### config.mk
export PLATFORM = sky130hd
export DESIGN_NAME = instruction_buffer
export DESIGN_NICKNAME = d
export VERILOG_FILES = /design/src/rtl/instruction_buffer.sv
export SDC_FILE = /design/constraint.sdc
export NUM_CORES = 1
export LEC_CHECK = 0
export BUFFER_PORTS_ARGS = -buffer_cell sky130_fd_sc_hd__buf_2
export CAP_MARGIN = 30
export CORE_MARGIN = 10
export CORE_UTILIZATION = 45
export CTS_CLUSTER_DIAMETER = 60
export CTS_CLUSTER_SIZE = 14
export DETAILED_ROUTE_END_ITERATION = 12
export PLACE_DENSITY = 0.71
export SLEW_MARGIN = 20
export SYNTH_ARGS = -nofsm -noshare
export SYNTH_HDL_FRONTEND = slang
export SYNTH_SLANG_ARGS = --single-unit
### constraint.sdc
create_clock -name clk -period 14.05 [get_ports clk]
set_input_delay 0.7025 -clock clk [delete_from_list [all_inputs] [get_ports clk]]
set_output_delay 0.7025 -clock clk [all_outputs]
set_load 0.03 [all_outputs]
### src/rtl/instruction_buffer.sv
// Two-in / two-out instruction FIFO between fetch and decode, cleared on flush.
// Optional macro IBUF_BYPASS_EN lets an empty buffer forward incoming instructions same-cycle.
module instruction_buffer #(
   parameter int DEPTH = 8,
   parameter int XLEN  = 32
) (
   input  logic                     clk,
   input  logic                     reset,
   input  logic                     flush,
   input  logic [XLEN-1:0]          instructionA,
   input  logic [XLEN-1:0]          instructionB,
   input  logic [XLEN-1:0]          addressA,
   input  logic [XLEN-1:0]          addressB,
   input  logic                     instructionA_valid,
   input  logic                     instructionB_valid,
   output logic                     stall,
   output logic [XLEN-1:0]          issueA,
   output logic [XLEN-1:0]          issueB,
   output logic [XLEN-1:0]          issueAddressA,
   output logic [XLEN-1:0]          issueAddressB,
   output logic                     issueA_valid,
   output logic                     issueB_valid,
   input  logic [1:0]               consume,
   output logic [$clog2(DEPTH):0]   occupancy
);

   localparam int PW = $clog2(DEPTH);
   localparam int CW = PW + 1;

   logic [XLEN-1:0] instr_mem [DEPTH];
   logic [XLEN-1:0] addr_mem  [DEPTH];

   logic [PW-1:0] head;
   logic [PW-1:0] tail;
   logic [CW-1:0] count;

   logic [1:0]    enq;
   logic [1:0]    deq;
   logic [1:0]    consume_eff;
   logic [1:0]    wr_skip;
   logic [1:0]    wr_cnt;
   logic [PW-1:0] head_next_idx;
   logic [PW-1:0] tail_next_idx;

   assign stall     = (count > CW'(DEPTH - 2));
   assign occupancy = count;

   assign head_next_idx = head + PW'(1);
   assign tail_next_idx = tail + PW'(1);

   // Work out how many entries arrive, leave, and actually get written this cycle.
   always_comb begin
      enq         = 2'd0;
      deq         = 2'd0;
      consume_eff = (consume == 2'd3) ? 2'd2 : consume;
      wr_skip     = 2'd0;
      if (!stall && !flush && instructionA_valid)
         enq = instructionB_valid ? 2'd2 : 2'd1;
      if (CW'(consume_eff) > count)
         deq = count[1:0];
      else
         deq = consume_eff;
`ifdef IBUF_BYPASS_EN
      // Bypassed entries consumed by decode never occupy storage.
      if (count == '0 && !flush)
         wr_skip = (consume_eff > enq) ? enq : consume_eff;
`endif
      wr_cnt = enq - wr_skip;
   end

   // Pointer and count state; flush wins over any same-cycle traffic.
   always_ff @(posedge clk or negedge reset) begin
      if (!reset) begin
         head  <= '0;
         tail  <= '0;
         count <= '0;
      end else if (flush) begin
         head  <= '0;
         tail  <= '0;
         count <= '0;
      end else begin
         head  <= head + PW'(deq);
         tail  <= tail + PW'(wr_cnt);
         count <= count + CW'(wr_cnt) - CW'(deq);
      end
   end

   // Storage is not reset; validity comes solely from count.
   always_ff @(posedge clk) begin
      if (!flush && wr_cnt != 2'd0) begin
         instr_mem[tail] <= (wr_skip == 2'd1) ? instructionB : instructionA;
         addr_mem[tail]  <= (wr_skip == 2'd1) ? addressB : addressA;
      end
      if (!flush && wr_cnt == 2'd2) begin
         instr_mem[tail_next_idx] <= instructionB;
         addr_mem[tail_next_idx]  <= addressB;
      end
   end

   always_comb begin
      issueA        = '0;
      issueB        = '0;
      issueAddressA = '0;
      issueAddressB = '0;
      issueA_valid  = 1'b0;
      issueB_valid  = 1'b0;
      if (count >= CW'(1)) begin
         issueA        = instr_mem[head];
         issueAddressA = addr_mem[head];
         issueA_valid  = 1'b1;
      end
      if (count >= CW'(2)) begin
         issueB        = instr_mem[head_next_idx];
         issueAddressB = addr_mem[head_next_idx];
         issueB_valid  = 1'b1;
      end
`ifdef IBUF_BYPASS_EN
      if (count == '0 && !flush && instructionA_valid) begin
         issueA        = instructionA;
         issueAddressA = addressA;
         issueA_valid  = 1'b1;
         if (instructionB_valid) begin
            issueB        = instructionB;
            issueAddressB = addressB;
            issueB_valid  = 1'b1;
         end
      end
`endif
   end

   bOnlyWithA : assert property (@(posedge clk) disable iff (!reset)
      !(instructionB_valid && !instructionA_valid));

endmodule

# == Word level (Yosys, flattened, before mapping) ==
# Memories as Yosys holds them, arrays and structs flattened.
# Cells that the tools add are included.
# op_classes
shift,0
reduce_logical,7
addsub,6
n_eq_ne,2
magnitude_cmp,4
div_mod_pow,0
n_bitwise,0
n_mul,0
muxes,17
# ops
operator,n
two-way mux 32 bit,4
two-way mux 2 bit,4
"adder 3 x 1 -> 3 bit, second input constant",2
adder 3 x 2 -> 3 bit,2
two-way mux 1 bit,6
two-way mux 3 bit,2
adder 4 x 2 -> 4 bit,1
"equality test 2 bit, second input constant",2
">= comparator 4 x 1 -> 1 bit, second input constant",1
">= comparator 4 x 2 -> 1 bit, second input constant",1
greater-than comparator 2 x 4 -> 1 bit,1
"greater-than comparator 4 x 3 -> 1 bit, second input constant",1
logical AND 1 bit,4
two-way mux 4 bit,1
subtractor 4 x 2 -> 4 bit,1
zero test 1 bit,2
nonzero test 2 bit,1
# word_totals
ramBits,512
latchBits,0
in_bits,135
romBits,0
out_inout_bits,135
mem_count,2
regBits,10
elab_cells,41
# mem_list
memory,depth,width,read_ports,rd_clocked_by_memory_dff,wr,line,source
addr_mem,8,32,2,0,2,31,logic [XLEN-1:0] addr_mem [DEPTH];
instr_mem,8,32,2,0,2,30,logic [XLEN-1:0] instr_mem [DEPTH];

# == Logic depth before layout (Yosys ltp) ==
# logic_depth
word_depth,9
ltp_mapped,14
depth_no_buf,13

# == Worst setup path before layout ==
# OpenSTA, ideal clock, no wires.
# synth_timing
path_type,reg-to-reg
startpoint,register tail[1]
endpoint,memory addr_mem[3][0] (enable)
path_buffers,1
synth_period_minus_slack_ps,5169
arrival_time_ps,4662
setup_time_ps,507
t_required_ps,13543
path_slack_ps,8881
stages_incl_launch_ff,6
path_cell_list,dfrtp_1 -> ha_1 -> clkbuf_1 -> nand2_1 -> or3_1 -> a21oi_1
# synth_rtl
item,line,source
"start, declared",34,logic [PW-1:0] tail;
"start signal, assigned",83,tail <= tail + PW'(wr_cnt);
"end, declared",31,

# == Final worst setup path ==
# layout_timing
startpoint,register head[1]
endpoint,output issueB[11]
# layout_via
elab_chain_cells,3
# layout_rtl
item,line,source
"start, declared",33,logic [PW-1:0] head;
"start signal, assigned",82,head <= head + PW'(deq);
adder 3 x 1 -> 3 bit,48,assign head_next_idx = head + PW'(1);
memory (8 x 32 bit),n/a,
two-way mux 32 bit,112,if (count >= CW'(2)) begin
"end, declared",18,"output logic [XLEN-1:0] issueB,"
# No other way between the ends.

==> summary.md <==
| Metric | Value |
|---|---|
| Status | `finished, final reports clean` |
| Primary FF master, synth | `edfxtp_1` |
| CP endpoint kind | `primary output` |
| Net Count, Synth | `~2400` |
| Die ar. | `between 0.08 and 0.09 sq mm` |
| First-pass iteration count of the detailed router | `6` |
| GR Util met2 | `0.393` |
| Clock root buffer | `clkbuf_16` |
| Final setup fails | `0` |
| DRT antenna net count | `0` |
| Setup TNS | `0 ns` |
| Total of warnings raised by yosys | `0` |
| Setup CP Type | `reg2out` |
| Yosys reg bits | `about 520` |
| Startpoint Class | `flip-flop` |
| Worst-path clk slew | `roughly 0.070 ns` |
| Fin. Hold Viols | `0` |
| Num CTS Buffers | `51` |
| Post-route DRC | `0` |
| CTS-repair resized insts | `0` |
| R2R setup slack | `10.16 ns` |
| Seq/Total Area, Yosys | `0.496` |
| Inst Count DP | `3303` |
| Max Slew Vio Count | `0` |
| Total power | `slightly below 7 mW` |
| Die Wd | `between 200 and 300 microns` |
| Nets | `approximately 2600` |
| Core area | `between 0.06 and 0.07 sq mm` |
| Min-delay worst type | `in2reg` |
| Max-cap violations | `0` |
| Per-cell routed wire length | `about 30 microns` |
| Boundary pin count | `270` |
| Clk_lat worst skew | `0.62 ns` |
| Cell Pwr Density | `between 150 and 200 mW/mm^2` |
| Final cell count without fillers | `between 3000 and 4000` |
| All-Layer GR Usage | `0.238` |
| Post-Synthesis Mean Instance Area | `~14 sq um` |
| CP required | `about 13 ns` |
| LEAKAGE | `12.5 nW` |
| Global routing usage on met1 | `0.306` |
| Post-DP HPWL | `about 56000 microns` |
| Mapped Area | `around 0.031 sq mm` |
| Minimum clock period after layout | `around 6.3 ns` |
| H-tree depth | `2` |
| Crit-path max FO | `70` |
| Port buffer count | `~270` |
| Worst EP arrival | `5.63 ns` |
| Worst hold slack | `around 0.43 ns` |
| Die height | `between 200 and 300 microns` |
| Slew @ Worst Pin | `1.10 ns` |
| Postcts setup bufs | `0` |
| Fraction of layout cells with a size suffix above 1 | `0.416` |
| Synthesized instance count | `approximately 2200` |
| Reg2reg path depth | `7` |
| RR Endpoint | `addr_mem[0][31]$_DFFE_PP_` |
| GR Util met3 | `0.0555` |
| Clk buf depth | `3` |
| Sink Count | `522` |
| Async SR Flop Fraction | `0.0192` |
| Vias in the first global route | `~23000` |
| Layout Area Growth over Synthesis | `11.9%` |
| Peak supply drop | `between 0.2 and 0.25 mV` |
| Gr busiest metal | `met2` |
| Via density | `6.33` |
| Post-synth EDFFs | `~500` |
| Largest net degree at the start of global routing | `130` |
| Critical path origin | `head[1]$_DFF_PN0_` |
| CTS tree | `done` |
| Remaining Overflow, GRT | `0` |
| DRT Wirelength | `around 100000 microns` |
| RSZ-0062 raised after global routing | `no` |
| Drt initial violations | `2040` |
| Row cnt | `96` |
| # hold bufs at CTS | `1` |
| Distinct cell type count after synthesis | `46` |
| Worst Skew | `~0.017 ns` |
| Via count | `approximately 22000` |
| Final period utilization | `0.451` |
| FF-to-FF Start | `occupancy[3]$_DFF_PN0_` |
| RePlAce Congestion | `~0.8` |
| First-pass GRT wire length | `about 150000 microns` |
| Crit path capture | `issueB[11]` |
| Fmax | `approximately 160 MHz` |
| Initial Util | `0.457` |
| Initial antenna violation count | `21` |
| Max-slew headroom | `0.249` |
==> power by group <==
group          switching (mW)  internal [mW]  total [mW]  leakage [nW]
Sequential             0.0525           1.78        1.83          4.76
Clock                   0.623          0.710        1.33         0.754
Combinational            2.47           1.18        3.65          7.03
==> cells in the final DEF, fill, tap and decap left out, types with 6 or more instances in the layout <==
| master | synthesis | final |
|---|---|---|
| dfrtp_1 | 10 | 9 |
| a221oi_1 | 64 | 64 |
| inv_1 | 9 | 9 |
| a211oi_1 | 64 | 64 |
| ha_1 | 13 | 12 |
| mux2i_1 | 321 | 321 |
| a22oi_1 | 64 | 64 |
| clkinv_2 | 0 | 6 |
| nand2_1 | 73 | 71 |
| a2111oi_0 | 64 | 62 |
| mux2_4 | 120 | 120 |
| buf_4 | 7 | 50 |
| edfxtp_1 | 512 | 512 |
| nor2b_1 | 74 | 72 |
| o22ai_1 | 64 | 64 |
| clkbuf_16 | 0 | 51 |
| diode_2 | 0 | 10 |
| clkbuf_1 | 78 | 10 |
| buf_2 | 58 | 269 |
| mux2_2 | 472 | 472 |
| mux2_1 | 48 | 48 |
| nor2_1 | 13 | 9 |
==> final cells by class <==
| type | count | area, sq um |
|---|---|---|
| antenna | 10 | 25.0 |
| timing repair buffer | 331 | 1870 |
| clock inverter | 23 | 229 |
| inverter | 10 | 37.5 |
| sequential | 522 | 15600 |
| fill | 5904 | 33700 |
| multi-input combinational | 1514 | 15000 |
| tap | 931 | 1160 |
| clock buffer | 61 | 1310 |
==> metal layers <==
metal | wire length, microns | share of wire
met1 | 41000 | 0.41
met2 | 47500 | 0.47
met3 | 8780 | 0.088
met4 | 2680 | 0.027
met5 | 176 | 0.0018
==> flip-flops by register name, summed over array words and instances, names as in the netlist <==
register,flops
addr_mem,256
instr_mem,256
occupancy,4
head,3
tail,3
==> cell usage after synthesis, drive strengths merged (13+ instances only) <==
cell,n,area share
edfxtp,512,0.49
a2111oi,64,0.018
a22oi,64,0.015
clkbuf,78,0.0093
nor2,13,0.0015
ha,13,0.0052
buf,115,0.023
mux2i,321,0.10
nor2b,74,0.015
nand2,74,0.0089
o22ai,64,0.013
mux2,640,0.24
a211oi,64,0.015
a221oi,64,0.018
==> worst min-delay path by stage <==
stage          start                      to  slack, ns  depth (start not counted)
6_report       flush  occupancy[0]$_DFF_PN0_       0.43                          2
2_1_floorplan  reset       head[0]$_DFF_PN0_       0.41                          0
4_1_cts        flush  occupancy[0]$_DFF_PN0_       0.41                          2
3_5_place_dp   reset  occupancy[3]$_DFF_PN0_       0.57                          1
5_1_grt        flush       tail[0]$_DFF_PN0_       0.44                          2
3_3_place_gp   reset  occupancy[3]$_DFF_PN0_       0.57                          1
==> logic make-up (layout without fill, tap and decap cells) <==
kind of cell | Yosys count | in the layout | share of synthesized area
fa+ha+maj | 17 | 17 | 0.00771
compound gates | 338 | 338 | 0.0829
other cells | 0 | 10 | 0
flops | 522 | 522 | 0.496
xor+xnor | 8 | 8 | 0.00246
buf+inv | 203 | 425 | 0.0335
simple gates | 190 | 190 | 0.0323
mux | 961 | 961 | 0.345
==> worst max-delay path, stage by stage, from the launching register on <==
cell	delay, ns
dfrtp_4	0.69
ha_4	0.98
buf_4	0.77
buf_4	0.86
mux2_2	0.31
o22ai_1	0.07
a2111oi_0	0.88
buf_2	0.35
==> metrics by stage <==
stage,utilization,area (sq um),setup WS (ns)
final,0.511,35300,7.72
after global routing,0.511,35200,7.57
after CTS,0.510,35200,7.86
after detailed placement,0.488,33600,8.50
after global placement,0.487,33600,8.63
after floorplan,-,31500,8.88
Power figures use the tool's default switching activity.
